`config.mk`:
```
export PLATFORM = sky130hd
export DESIGN_NAME = nibble_serial_subtractor_flat
export DESIGN_NICKNAME = d
export VERILOG_FILES = /design/src/rtl/nibble_serial_subtractor_if.sv /design/src/rtl/nibble_serial_subtractor.sv /design/src/flat_wrapper.sv
export SDC_FILE = /design/constraint.sdc
export NUM_CORES = 1
export LEC_CHECK = 0
export BUFFER_PORTS_ARGS = -buffer_cell sky130_fd_sc_hd__buf_2
export CAP_MARGIN = 20
export CORE_MARGIN = 5
export CORE_UTILIZATION = 50
export DETAILED_ROUTE_END_ITERATION = 10
export GPL_TIMING_DRIVEN = 0
export PLACE_DENSITY = 0.74
export SYNTH_ARGS = -nofsm -noshare
export SYNTH_HDL_FRONTEND = slang
export SYNTH_SLANG_ARGS = --single-unit
```
`constraint.sdc`:
```
create_clock -name clk -period 3.2 [get_ports clk]
set_clock_uncertainty 0.15 [all_clocks]
set_input_delay 0.96 -clock clk [delete_from_list [all_inputs] [get_ports clk]]
set_output_delay 0.96 -clock clk [all_outputs]
set_load 0.01 [all_outputs]
```
`src/rtl/nibble_serial_subtractor_if.sv`:
```
// Operand/result handshake bundle for the nibble-serial subtractor.
// master = issuing ALU control, slave = subtractor.
interface nibble_serial_subtractor_if #(
  parameter int NIBBLES = 4
);
  localparam int W = 4 * NIBBLES;

  logic         in_valid;
  logic         in_ready;
  logic [W-1:0] a;
  logic [W-1:0] b;
  logic         out_valid;
  logic         out_ready;
  logic [W-1:0] diff;
  logic         borrow;
  logic         zero;
  logic         overflow;

  modport master (
    output in_valid, a, b, out_ready,
    input  in_ready, out_valid, diff,
    input  borrow, zero, overflow
  );

  modport slave (
    input  in_valid, a, b, out_ready,
    output in_ready, out_valid, diff,
    output borrow, zero, overflow
  );
endinterface

```
`src/rtl/nibble_serial_subtractor.sv`:
```
// Multi-cycle a - b as a + ~b + 1, one carry-select nibble per clock,
// LSB nibble first, behind valid/ready handshakes.
module nibble_serial_subtractor #(
  parameter int NIBBLES = 4
) (
  input logic                        clk,
  input logic                        rst,
  nibble_serial_subtractor_if.slave  bus
);
  localparam int W  = 4 * NIBBLES;
  localparam int IW = $clog2(NIBBLES + 1);

  localparam logic [1:0] S_IDLE = 2'd0;
  localparam logic [1:0] S_BUSY = 2'd1;
  localparam logic [1:0] S_DONE = 2'd2;

  localparam logic [IW-1:0] LAST = IW'(NIBBLES);

  logic [1:0]    r_state;
  logic [W-1:0]  r_opa;
  logic [W-1:0]  r_opb_n;
  logic          r_b_msb;
  logic          r_carry;
  logic [IW-1:0] r_idx;
  logic [W-1:0]  r_diff;
  logic          r_borrow;
  logic          r_zero;
  logic          r_ovf;

  logic [IW-1:0] w_pos;
  logic [IW+1:0] w_base;
  logic [3:0]    w_na;
  logic [3:0]    w_nb;
  logic [4:0]    w_sum0;
  logic [4:0]    w_sum1;
  logic [4:0]    w_sel;
  logic [W-1:0]  w_diff_next;

  // Index past the last slice only occurs on the
  // finishing cycle; clamp so the read stays in range.
  assign w_pos  = (r_idx < LAST) ? r_idx : '0;
  assign w_base = {w_pos, 2'b00};
  assign w_na   = r_opa[w_base +: 4];
  assign w_nb   = r_opb_n[w_base +: 4];
  assign w_sum0 = {1'b0, w_na} + {1'b0, w_nb};
  assign w_sum1 = {1'b0, w_na} + {1'b0, w_nb} + 5'd1;
  assign w_sel  = r_carry ? w_sum1 : w_sum0;

  // Current diff with the active slice replaced.
  always_comb begin
    w_diff_next = r_diff;
    w_diff_next[w_base +: 4] = w_sel[3:0];
  end

  assign bus.in_ready  = (r_state == S_IDLE);
  assign bus.out_valid = (r_state == S_DONE);
  assign bus.diff      = r_diff;
  assign bus.borrow    = r_borrow;
  assign bus.zero      = r_zero;
  assign bus.overflow  = r_ovf;

  // Control FSM, slice datapath and result flags.
  always_ff @(posedge clk) begin
    if (rst) begin
      r_state  <= S_IDLE;
      r_opa    <= '0;
      r_opb_n  <= '0;
      r_b_msb  <= 1'b0;
      r_carry  <= 1'b1;
      r_idx    <= '0;
      r_diff   <= '0;
      r_borrow <= 1'b0;
      r_zero   <= 1'b0;
      r_ovf    <= 1'b0;
    end else begin
      case (r_state)
        S_IDLE: begin
          if (bus.in_valid) begin
            r_opa   <= bus.a;
            r_opb_n <= ~bus.b;
            r_b_msb <= bus.b[W-1];
            r_carry <= 1'b1;
            r_idx   <= '0;
            r_state <= S_BUSY;
          end
        end
        S_BUSY: begin
          if (r_idx == LAST) begin
            r_borrow <= ~r_carry;
            r_zero   <= (r_diff == '0);
            r_ovf    <= (r_opa[W-1] != r_b_msb) &&
                        (r_diff[W-1] != r_opa[W-1]);
            r_state  <= S_DONE;
          end else begin
            r_diff  <= w_diff_next;
            r_carry <= w_sel[4];
            r_idx   <= r_idx + IW'(1);
          end
        end
        S_DONE: begin
          if (bus.out_ready) r_state <= S_IDLE;
        end
        default: r_state <= S_IDLE;
      endcase
    end
  end
endmodule
```
`src/flat_wrapper.sv`:
```
// flat-port wrapper written by rule: the top's interface ports become plain ports
module nibble_serial_subtractor_flat 
#(
  parameter int NIBBLES = 4
)
  (clk, rst, bus_in_valid, bus_a, bus_b, bus_out_ready, bus_in_ready, bus_out_valid, bus_diff, bus_borrow, bus_zero, bus_overflow);
  nibble_serial_subtractor_if #(.NIBBLES(NIBBLES)) bus_i ();
  input logic clk;
  input logic rst;
  input wire logic [$bits(bus_i.in_valid)-1:0] bus_in_valid;
  input wire logic [$bits(bus_i.a)-1:0] bus_a;
  input wire logic [$bits(bus_i.b)-1:0] bus_b;
  input wire logic [$bits(bus_i.out_ready)-1:0] bus_out_ready;
  output wire logic [$bits(bus_i.in_ready)-1:0] bus_in_ready;
  output wire logic [$bits(bus_i.out_valid)-1:0] bus_out_valid;
  output wire logic [$bits(bus_i.diff)-1:0] bus_diff;
  output wire logic [$bits(bus_i.borrow)-1:0] bus_borrow;
  output wire logic [$bits(bus_i.zero)-1:0] bus_zero;
  output wire logic [$bits(bus_i.overflow)-1:0] bus_overflow;
  assign bus_i.in_valid = bus_in_valid;
  assign bus_i.a = bus_a;
  assign bus_i.b = bus_b;
  assign bus_i.out_ready = bus_out_ready;
  assign bus_in_ready = bus_i.in_ready;
  assign bus_out_valid = bus_i.out_valid;
  assign bus_diff = bus_i.diff;
  assign bus_borrow = bus_i.borrow;
  assign bus_zero = bus_i.zero;
  assign bus_overflow = bus_i.overflow;
  nibble_serial_subtractor #(.NIBBLES(NIBBLES)) u_core (.clk(clk), .rst(rst), .bus(bus_i));
endmodule
```
## Word-level counts from Yosys, hierarchy flattened

Index checks and enable logic that the tools add are counted.
Widths: inputs -> output; s select.

- $add $sub $neg: 4
- Magnitude comparators: 1
- Equal/unequal tests: 9
- Shifts and indexed selects: 4
- Muxes and demuxes: 13
- Bitwise logic cells: 3
- Reduce and logical (&&, ||, !) cells: 9

Operator list:

| kind | count |
|---|---|
| $shiftx 16x6->4 | 2 |
| $bwmux 16 | 1 |
| $logic_not 16->1 | 1 |
| $not 16->16 | 1 |
| $shift 4x7->16 const A | 1 |
| $shiftx 4x7->16 | 1 |
| $mux 3 | 3 |
| $neg 5->7 | 1 |
| $mux 2 | 3 |
| $ne 2x2->1 const B | 3 |
| $pmux 2 s3 | 1 |
| $pmux 3 s2 | 1 |
| $reduce_and 2->1 | 3 |
| $reduce_and 3->1 | 2 |
| $add 4x4->5 | 1 |
| $add 5x1->5 const B | 1 |
| $mux 5 | 1 |
| $add 3x1->3 const B | 1 |
| $eq 3x3->1 const B | 1 |
| $lt 3x3->1 const B | 1 |
| $eq 2x1->1 const B | 1 |
| $eq 2x2->1 const B | 1 |
| $logic_not 2->1 | 1 |
| $mux 1 | 2 |
| other kinds (6) | 8 |

- Bits in registers: 58
- Input bits: 36
- Output and inout port bits: 21
- Word-level logic and storage cells: 53

## Longest topological paths before layout

Gate-level depths: netlist of run 1.

- Word-level depth: 8
- Mapped depth: 15
- Depth with buffers taken out: 13

## Worst setup path after synthesis of run 1

Ideal clock, no wire load.

- Path kind: reg-to-reg
- Start point: reg u_core.r_idx[0]
- End point: reg u_core.r_carry
- Setup time: 0.095 ns
- Arrival time: 2.683 ns
- Data required time: 2.955 ns
- Setup slack: 0.272 ns
- Stages on the path, launching flop included: 16
- Path buffers: 2
- Clock period less this slack: 2.928 ns
- Cells stage by stage: dfxtp_1 > buf_6 > nor2b_4 > buf_6 > and2b_1 > a211oi_1 > a21oi_1 > ha_1 > inv_1 > fa_1 > inv_1 > ha_1 > nand2_1 > nor4b_2 > nor3_1 > a221oi_1

- Cells in the longest elaborated chain, start to end: 8
- Elaborated cells on any way between the ends: 12
- Classes of those cells: 2 x add/sub; 1 x order compare; 2 x eq/ne; 2 x shift; 4 x mux; 1 x reduce/logical

RTL lines:

| what | RTL line | source |
|---|---|---|
| from (decl) | nibble_serial_subtractor.sv:24 | `logic [IW-1:0] r_idx;` |
| from (signal assigned) | nibble_serial_subtractor.sv:97 | `r_idx <= r_idx + IW'(1);` |
| $lt 3x3->1 | nibble_serial_subtractor.sv:41 | `assign w_pos = (r_idx < LAST) ? r_idx : '0;` |
| $mux 3 | nibble_serial_subtractor.sv:41 |  |
| $shiftx 16x6->4 (on tied branches) | nibble_serial_subtractor.sv:43, nibble_serial_subtractor.sv:44 |  |
| $add 4x4->5 | nibble_serial_subtractor.sv:45, nibble_serial_subtractor.sv:46 |  |
| $add 5x1->5 | nibble_serial_subtractor.sv:46 | `assign w_sum1 = {1'b0, w_na} + {1'b0, w_nb} + 5'd1;` |
| $mux 5 | nibble_serial_subtractor.sv:47 | `assign w_sel = r_carry ? w_sum1 : w_sum0;` |
| $mux 1 | nibble_serial_subtractor.sv:88 | `if (r_idx == LAST) begin` |
| $pmux 1 s2 | nibble_serial_subtractor.sv:76 | `case (r_state)` |
| to (signal assigned) | nibble_serial_subtractor.sv:96 | `r_carry <= w_sel[4];` |
| to (decl) | nibble_serial_subtractor.sv:23 | `logic r_carry;` |

Several ways; a longest one is shown, not always the timed one. The select of a mux whose other input is x is not followed.
A chain may end at the register's enable or synchronous reset.

## Worst setup path in the final report of run 1

Same ends and word-level chain as after synthesis.

==> impl_results.md, run 1 <==
- Pwr/cell area: between 400 and 500 nW/um2
- Crit Path Max Fanout: 11
- Reg2Reg Depth: 15
- Layout area overhead: 23.3%
- CP Capture Type: flop
- Share of cells above drive strength 1: 0.274
- Hold Slack: 0.300 ns
- R2R Setup Slk: ~0.14 ns
- Sequential cell area fraction in the yosys report: 0.413
- Synth top area share: 0.413
- DRT Wirelength: 6700 um
- # IOs: between 50 and 60
- Vias in the first global route: between 2000 and 2500
- Net count of the mapped netlist: 371
- GRT Util Overall: 0.186
- Synth Instances: between 300 and 400
- Met2 GRT Util: 0.291
- Reg area: about 1200 um2
- Hold endpoint: u_core.r_opa[3]
- Hold Path Depth: 2
- CP max stage delay: ~0.42 ns
- Yosys reg bits: a little under 60
- Max-slew headroom: 0.645
- Max stage delay cell, worst path: fa_1
- Finish-stage setup viols: 0
- GR peak layer: met2
- Pre-CTS setup slack: -0.124 ns
- Die ar.: 7220 um2
- Clock root buffer: clkbuf_8
- Placed cells: between 400 and 500
- Cts hold-fix bufs: 0
- CTS tree: done
- Hold path start: u_core.r_opa[3]
- CTS sink cnt: 58
- Final hold viol count: 0
- Worst-margin pin slew: approximately 0.53 ns
- Site Rows: 27
- Largest net degree at the start of global routing: 12
- Static Leak: ~1.5 nW
- Worst Path Arrival: between 3 and 4 ns
- Synth warnings: 0
- Mapped cell area: between 2000 and 3000 um2
- Synth cell count leaders: dfxtp_1 (58), nand2_1 (54), nor2_1 (43), a21oi_1 (28), a211oi_1 (24)
- Antenna Nets Post-Route: 0
- Die W: between 80 and 90 um
- Crit Path Class: flop to flop
- Final Max Slew Viols: 0
- TritonRoute pass-1 iters: 4
- Met1 usage: 0.239
- Synth async-reset ratio: 0
- CP required: 3.28 ns
- Final net count: roughly 440
- Worst-Skew Late Latency: about 0.34 ns
- Final Worst Setup Slack: roughly 0.14 ns
- Core Footprint: ~5500 um2
- Unique masters post-synth: 40
- Global-route wire length before repair: around 11000 um
- Initial antenna violation count: 0
- FILL cells: approximately 500
- GPL Wtd Cong: a little over 0.8
- Setup crit start kind: flop
- Period Utilization, post-route: 0.957
- Peak supply drop: roughly 0.31 mV
- Synth area leaders: dfxtp_1 (41%), nand2_1 (7.2%), a211oi_1 (6.4%)
- Most frequently used flop master after synthesis: dfxtp_1
- H-Tree Depth: 3
- DIE HEIGHT: between 80 and 90 um
- Fin crit period: roughly 3 ns
- Unrepaired setup endpoints after global routing: false
- Critical R2R Capture: u_core.r_carry
- Starting density of the core: 0.514
- Post-synth EDFFs: 0
- Critical register-to-register path startpoint: u_core.r_idx[0]
- Hold WC Path Type: flop to flop
- # DRC: 0
- Ant. Diodes: 0
- IO Port Bufs: 55
- Max-cap violations: 0
- Syn avg cell area: a little under 9 um2
- Top-count cell post-synth: dfxtp_1
- Final Instance Count excl. Fillers: 470
- Clock Tree Buf Depth: 2
- Reg clk slew, reported paths: 0.06 ns
- Global route overflow: 0
- CTS Buf Count: 9
- Cell accounting for the most synthesized area: dfxtp_1
- Status: complete, no violations
- Met3 Usage GRT: 0.0427
- WL per Instance: 14.2 um
- CP cell instances: buf_6 -> nor2b_4 -> buf_8 -> buf_6 -> a211oi_2 -> a21oi_1 -> ha_1 -> inv_1 -> fa_1 -> inv_2 -> ha_1 -> nand2_2 -> nor4b_4 -> nor3_1 -> a221oi_1
- Multi-input logic area: around 1600 um2
- DPL Wire Length: just under 5000 um
- Fmax: 327 MHz
- Vias per cell: approximately 5.3
- Starting DRT DRC Count: around 100
- Via count: ~2500
kinds of logic after synthesis:
kind of cell    after synthesis  share of synthesized area
buf+inv                      25                     0.0472
xor+xnor                      5                     0.0156
simple gates                136                      0.254
mux                          12                     0.0432
flops                        58                      0.413
compound gates               73                      0.167
fa+ha+maj                    13                     0.0605
metal layers:
layer  routed length [um]  vias up
met4                  133        0
met2                 3080       68
met3                  418       13
met1                 3060     1131
met5                    0        -
li1                     -     1267
worst max-delay path, delay by kind of cell, from the launching register on:
| kind | cells | cell delay [ns] |
|---|---|---|
| fa+ha+maj | 3 | 0.79 |
| compound gates | 3 | 0.50 |
| buf+inv | 5 | 0.56 |
| simple gates | 4 | 0.62 |
| flops | 1 | 0.33 |
registers in the layout (all words and copies together) (netlist names):
signal / cells
u_core.bus.diff: 16
u_core.r_opa: 16
u_core.r_opb_n: 16
u_core.r_idx: 3
u_core.r_state: 2
u_core.bus.borrow: 1
u_core.bus.overflow: 1
u_core.bus.zero: 1
u_core.r_b_msb: 1
u_core.r_carry: 1
cell usage in the layout, fill, tap and decap left out, types with 3 or more instances in the layout:
cell type,netlist,routed
buf_6,3,3
nor2b_1,4,4
ha_1,12,12
dfxtp_1,58,56
buf_4,2,7
a22oi_1,12,12
nor4_1,4,4
o21ai_1,4,4
clkbuf_8,0,12
and2b_1,4,4
inv_1,7,6
and2_1,3,3
mux2i_1,11,11
clkbuf_1,5,7
nor2_1,43,42
buf_2,7,61
nor3_1,3,3
nand3_1,5,5
a21oi_1,28,28
nor4b_4,3,4
nand2_1,54,53
a211oi_1,24,22
power breakdown:
| part | total (mW) | internal, mW | switching, mW |
|---|---|---|---|
| clock | 0.613 | 0.342 | 0.271 |
| sequential | 0.782 | 0.759 | 0.0225 |
| combinational | 0.325 | 0.140 | 0.185 |
metrics by stage:
| stage | power (mW) | cell area (um2) | TNS [ns] | util |
|---|---|---|---|---|
| global placement | 1.08 | 3180 | -0.128 | 0.580 |
| CTS | 1.70 | 3380 | 0 | 0.618 |
| global route | 1.80 | 3470 | 0 | 0.633 |
| detailed placement | 1.09 | 3180 | -0.882 | 0.580 |
| floorplan | 1.00 | 2810 | 0 | - |
| finish | 1.72 | 3470 | 0 | 0.633 |
worst max-delay path by stage:
stage / from / to
after floorplan: u_core.r_idx[0] / u_core.r_carry
after global placement: u_core.r_idx[1] / u_core.r_carry
after detailed placement: u_core.r_idx[2] / u_core.r_carry
after CTS: u_core.r_idx[2] / u_core.r_carry
after global routing: u_core.r_idx[0] / u_core.r_carry
final: u_core.r_idx[0] / u_core.r_carry
timing repair:
action / CTS / global route
buffers inserted: 2 / 3
gates resized for setup: 2 / 15
setup endpoints to repair: 13 / 13
pin swaps: 1 / 1
layout make-up:
type                            count  area share
Buffer                             17      0.0325
Clock buffer                       14      0.0498
Clock inverter                      2     0.00289
Inverter                            8     0.00866
Multi-Input combinational cell    239       0.454
Sequential cell                    58       0.336
Tap cell                           72      0.0260
Timing Repair Buffer               60      0.0903
Power figures use the tool's default switching activity.
==> run 2, diff against run 1 <==
--- a/config.mk
+++ b/config.mk
@@ -8,9 +8,11 @@
 export BUFFER_PORTS_ARGS = -buffer_cell sky130_fd_sc_hd__buf_2
 export CAP_MARGIN = 20
+export CELL_PAD_IN_SITES_DETAIL_PLACEMENT = 1
+export CELL_PAD_IN_SITES_GLOBAL_PLACEMENT = 2
 export CORE_MARGIN = 5
-export CORE_UTILIZATION = 50
+export CORE_UTILIZATION = 32
 export DETAILED_ROUTE_END_ITERATION = 10
 export GPL_TIMING_DRIVEN = 0
-export PLACE_DENSITY = 0.74
+export PLACE_DENSITY_LB_ADDON = 0.1
 export SYNTH_ARGS = -nofsm -noshare
 export SYNTH_HDL_FRONTEND = slang
--- a/constraint.sdc
+++ b/constraint.sdc
@@ -3,3 +3,3 @@
 set_input_delay 0.96 -clock clk [delete_from_list [all_inputs] [get_ports clk]]
 set_output_delay 0.96 -clock clk [all_outputs]
-set_load 0.01 [all_outputs]
+set_load 0.005 [all_outputs]
==> impl_results.md, run 2 (synthesis results as in run 1) <==
- Die W: 104 um (+22%)
- CTS Buf Count: 9 (unchanged)
- Worst-margin pin slew: 0.546 ns (+0.0142 ns)
- Final hold viol count: 0 (unchanged)
- Hold WC Path Type: flop to flop
- IO Port Bufs: 55 (unchanged)
- CP max stage delay: 0.52 ns (+0.10 ns)
- Initial antenna violation count: 0 (unchanged)
- Global route overflow: 0 (unchanged)
- Period Utilization, post-route: 0.951 (-0.00603)
- Antenna Nets Post-Route: 0 (unchanged)
- Via count: 2459 (-0.81%)
- Peak supply drop: 0.175 mV (-44%)
- DRT Wirelength: 8010 um (+20%)
- Setup crit start kind: flop
- R2R Setup Slk: 0.16 ns (+0.02 ns)
- Worst Path Arrival: 3.09 ns (-0.05 ns)
- Finish-stage setup viols: 0 (unchanged)
- Layout area overhead: 26.0%
- Critical register-to-register path startpoint: u_core.r_idx[0]
- GPL Wtd Cong: 0.742 (-10%)
- Vias in the first global route: 2567 (+12%)
- Placed cells: 485 (+8.0%)
- CP Capture Type: flop
- CTS tree: done
- Starting DRT DRC Count: 41 (-59%)
- Site Rows: 34 (+26%)
- Hold path start: u_core.r_opa[2]
- H-Tree Depth: 3 (unchanged)
- Fin area: 3540 um2 (+2.2%)
- CP cell instances: buf_6 -> nor2b_4 -> buf_12 -> and2b_1 -> a211oi_2 -> a21oi_1 -> ha_2 -> inv_2 -> fa_1 -> inv_2 -> ha_1 -> mux2_2 -> a22oi_1 -> nor2_1
- Ant. Diodes: 0 (unchanged)
- Worst-Skew Late Latency: 0.34 ns (about the same)
- Starting density of the core: 0.326 (-0.188)
- Reg2Reg Depth: 14 (-1)
- TritonRoute pass-1 iters: 4 (unchanged)
- Commonest non-fill, non-tap cell in the layout: buf_2
- Clock root buffer: clkbuf_8
- Max-slew headroom: 0.636 (-0.00949)
- Static Leak: 1.48 nW (+1.1%)
- WL per Instance: 15.8 um (+11%)
- Crit path buf inv count: 4 (-1)
- DIE HEIGHT: 104 um (+22%)
- Reg clk slew, reported paths: 0.07 ns (about the same)
- Die ar.: 10800 um2 (+49%)
- CTS sink cnt: 58 (unchanged)
- Largest net degree at the start of global routing: 12 (unchanged)
- Fin crit period: 3.04 ns (-0.0193 ns)
- # DRC: 0 (unchanged)
- Utilization after layout: 0.410 (-0.223)
- Clock Tree Buf Depth: 2 (unchanged)
- Crit path max-delay family: adder cells
- Vias per cell: 4.84 (-8.2%)
- # IOs: 57 (unchanged)
- Fmax: 329 MHz (+0.63%)
- Commonest cells after routing, fill and taps aside: buf_2 (61), dfxtp_1 (56), nand2_1 (53)
- Core Footprint: 8640 um2 (+58%)
- Final net count: 445 (+0.68%)
- Hold endpoint: u_core.r_opa[2]
- Final Max Slew Viols: 0 (unchanged)
- GRT Util Overall: 0.148 (-0.0384)
- Final Instance Count excl. Fillers: 508 (+8.1%)
- Crit Path Max Fanout: 9 (-2)
- Share of cells above drive strength 1: 0.288 (+0.0136)
- Critical path's most frequent cell: inv_2
- CP required: 3.25 ns (-0.03 ns)
- Pwr/cell area: 487 nW/um2 (-1.8%)
- Hold Path Depth: 2 (unchanged)
- Max stage delay cell, worst path: fa_1
- DPL Wire Length: 6050 um (+23%)
- Critical R2R Capture: u_core.bus.diff[9]
- Area after DPL: 3220 um2 (+1.4%)
- Global-route wire length before repair: 12800 um (+20%)
- Setup TNS: 0 ns (unchanged)
- Max-cap violations: 0 (unchanged)
- Hold Slack: 0.304 ns (+0.00384 ns)
- Status: complete, no violations
- Crit Path Class: flop to flop
[run 2: worst max path at each step]
stage / startpoint / endpoint / slack (ns) / cells after the start
6_report: u_core.r_idx[0] / u_core.bus.diff[9] / 0.16 / 14
5_1_grt: u_core.r_idx[0] / u_core.r_carry / -0.02 / 15
4_1_cts: u_core.r_idx[0] / u_core.r_carry / 0.009 / 15
3_5_place_dp: u_core.r_idx[2] / u_core.bus.diff[14] / -0.39 / 13
3_3_place_gp: u_core.r_idx[2] / u_core.bus.diff[14] / -0.30 / 13
2_1_floorplan: u_core.r_idx[0] / u_core.r_carry / 0.27 / 15
[run 2: timing repair]
item | CTS | global route
buffers inserted | 2 | 6
pin swaps | 1 | 4
resized for setup | 6 | 17
setup endpoints to repair | 13 | 13
hold buffers | 0 | 0
[run 2: report_power, final]
group	internal, mW	switching, mW	leakage [nW]	total [mW]
combinational	0.145	0.195	0.917	0.340
clock	0.315	0.290	0.0920	0.605
sequential	0.759	0.0228	0.475	0.782
total	1.22	0.508	1.48	1.73
[run 2: worst reg2reg max path: cells and delay by family, from the launching register on]
family	cells	cell delay, ns
AOI/OAI and AO/OA	3	0.39
adders and majority gates	3	1.02
muxes	1	0.32
DFF	1	0.33
and+or+nand+nor	3	0.37
buffers and inverters	4	0.34
[run 2: routing by layer]
metal	global-route usage	share of wire	wire length, um
met5	0	0	0
met2	0.238	0.46	3680
met4	0.0444	0.013	106
met3	0.0442	0.044	353
met1	0.190	0.48	3860
[run 2: cell type report]
cell class / instances / area, um2
Buffer: 17 / 121
Timing Repair Buffer: 63 / 335
Tap cell: 108 / 135
Multi-Input combinational cell: 239 / 1590
Inverter: 8 / 30.0
Sequential cell: 58 / 1160
Fill cell: 1051 / 5090
Clock buffer: 12 / 155
Clock inverter: 3 / 15.0
[run 2: through the flow]
step / power [mW] / setup slack (ns)
global route: 1.82 / -0.0180
detailed placement: 1.11 / -0.388
global placement: 1.10 / -0.304
finish: 1.73 / 0.158
floorplan: 1.00 / 0.272
CTS: 1.73 / 0.00919
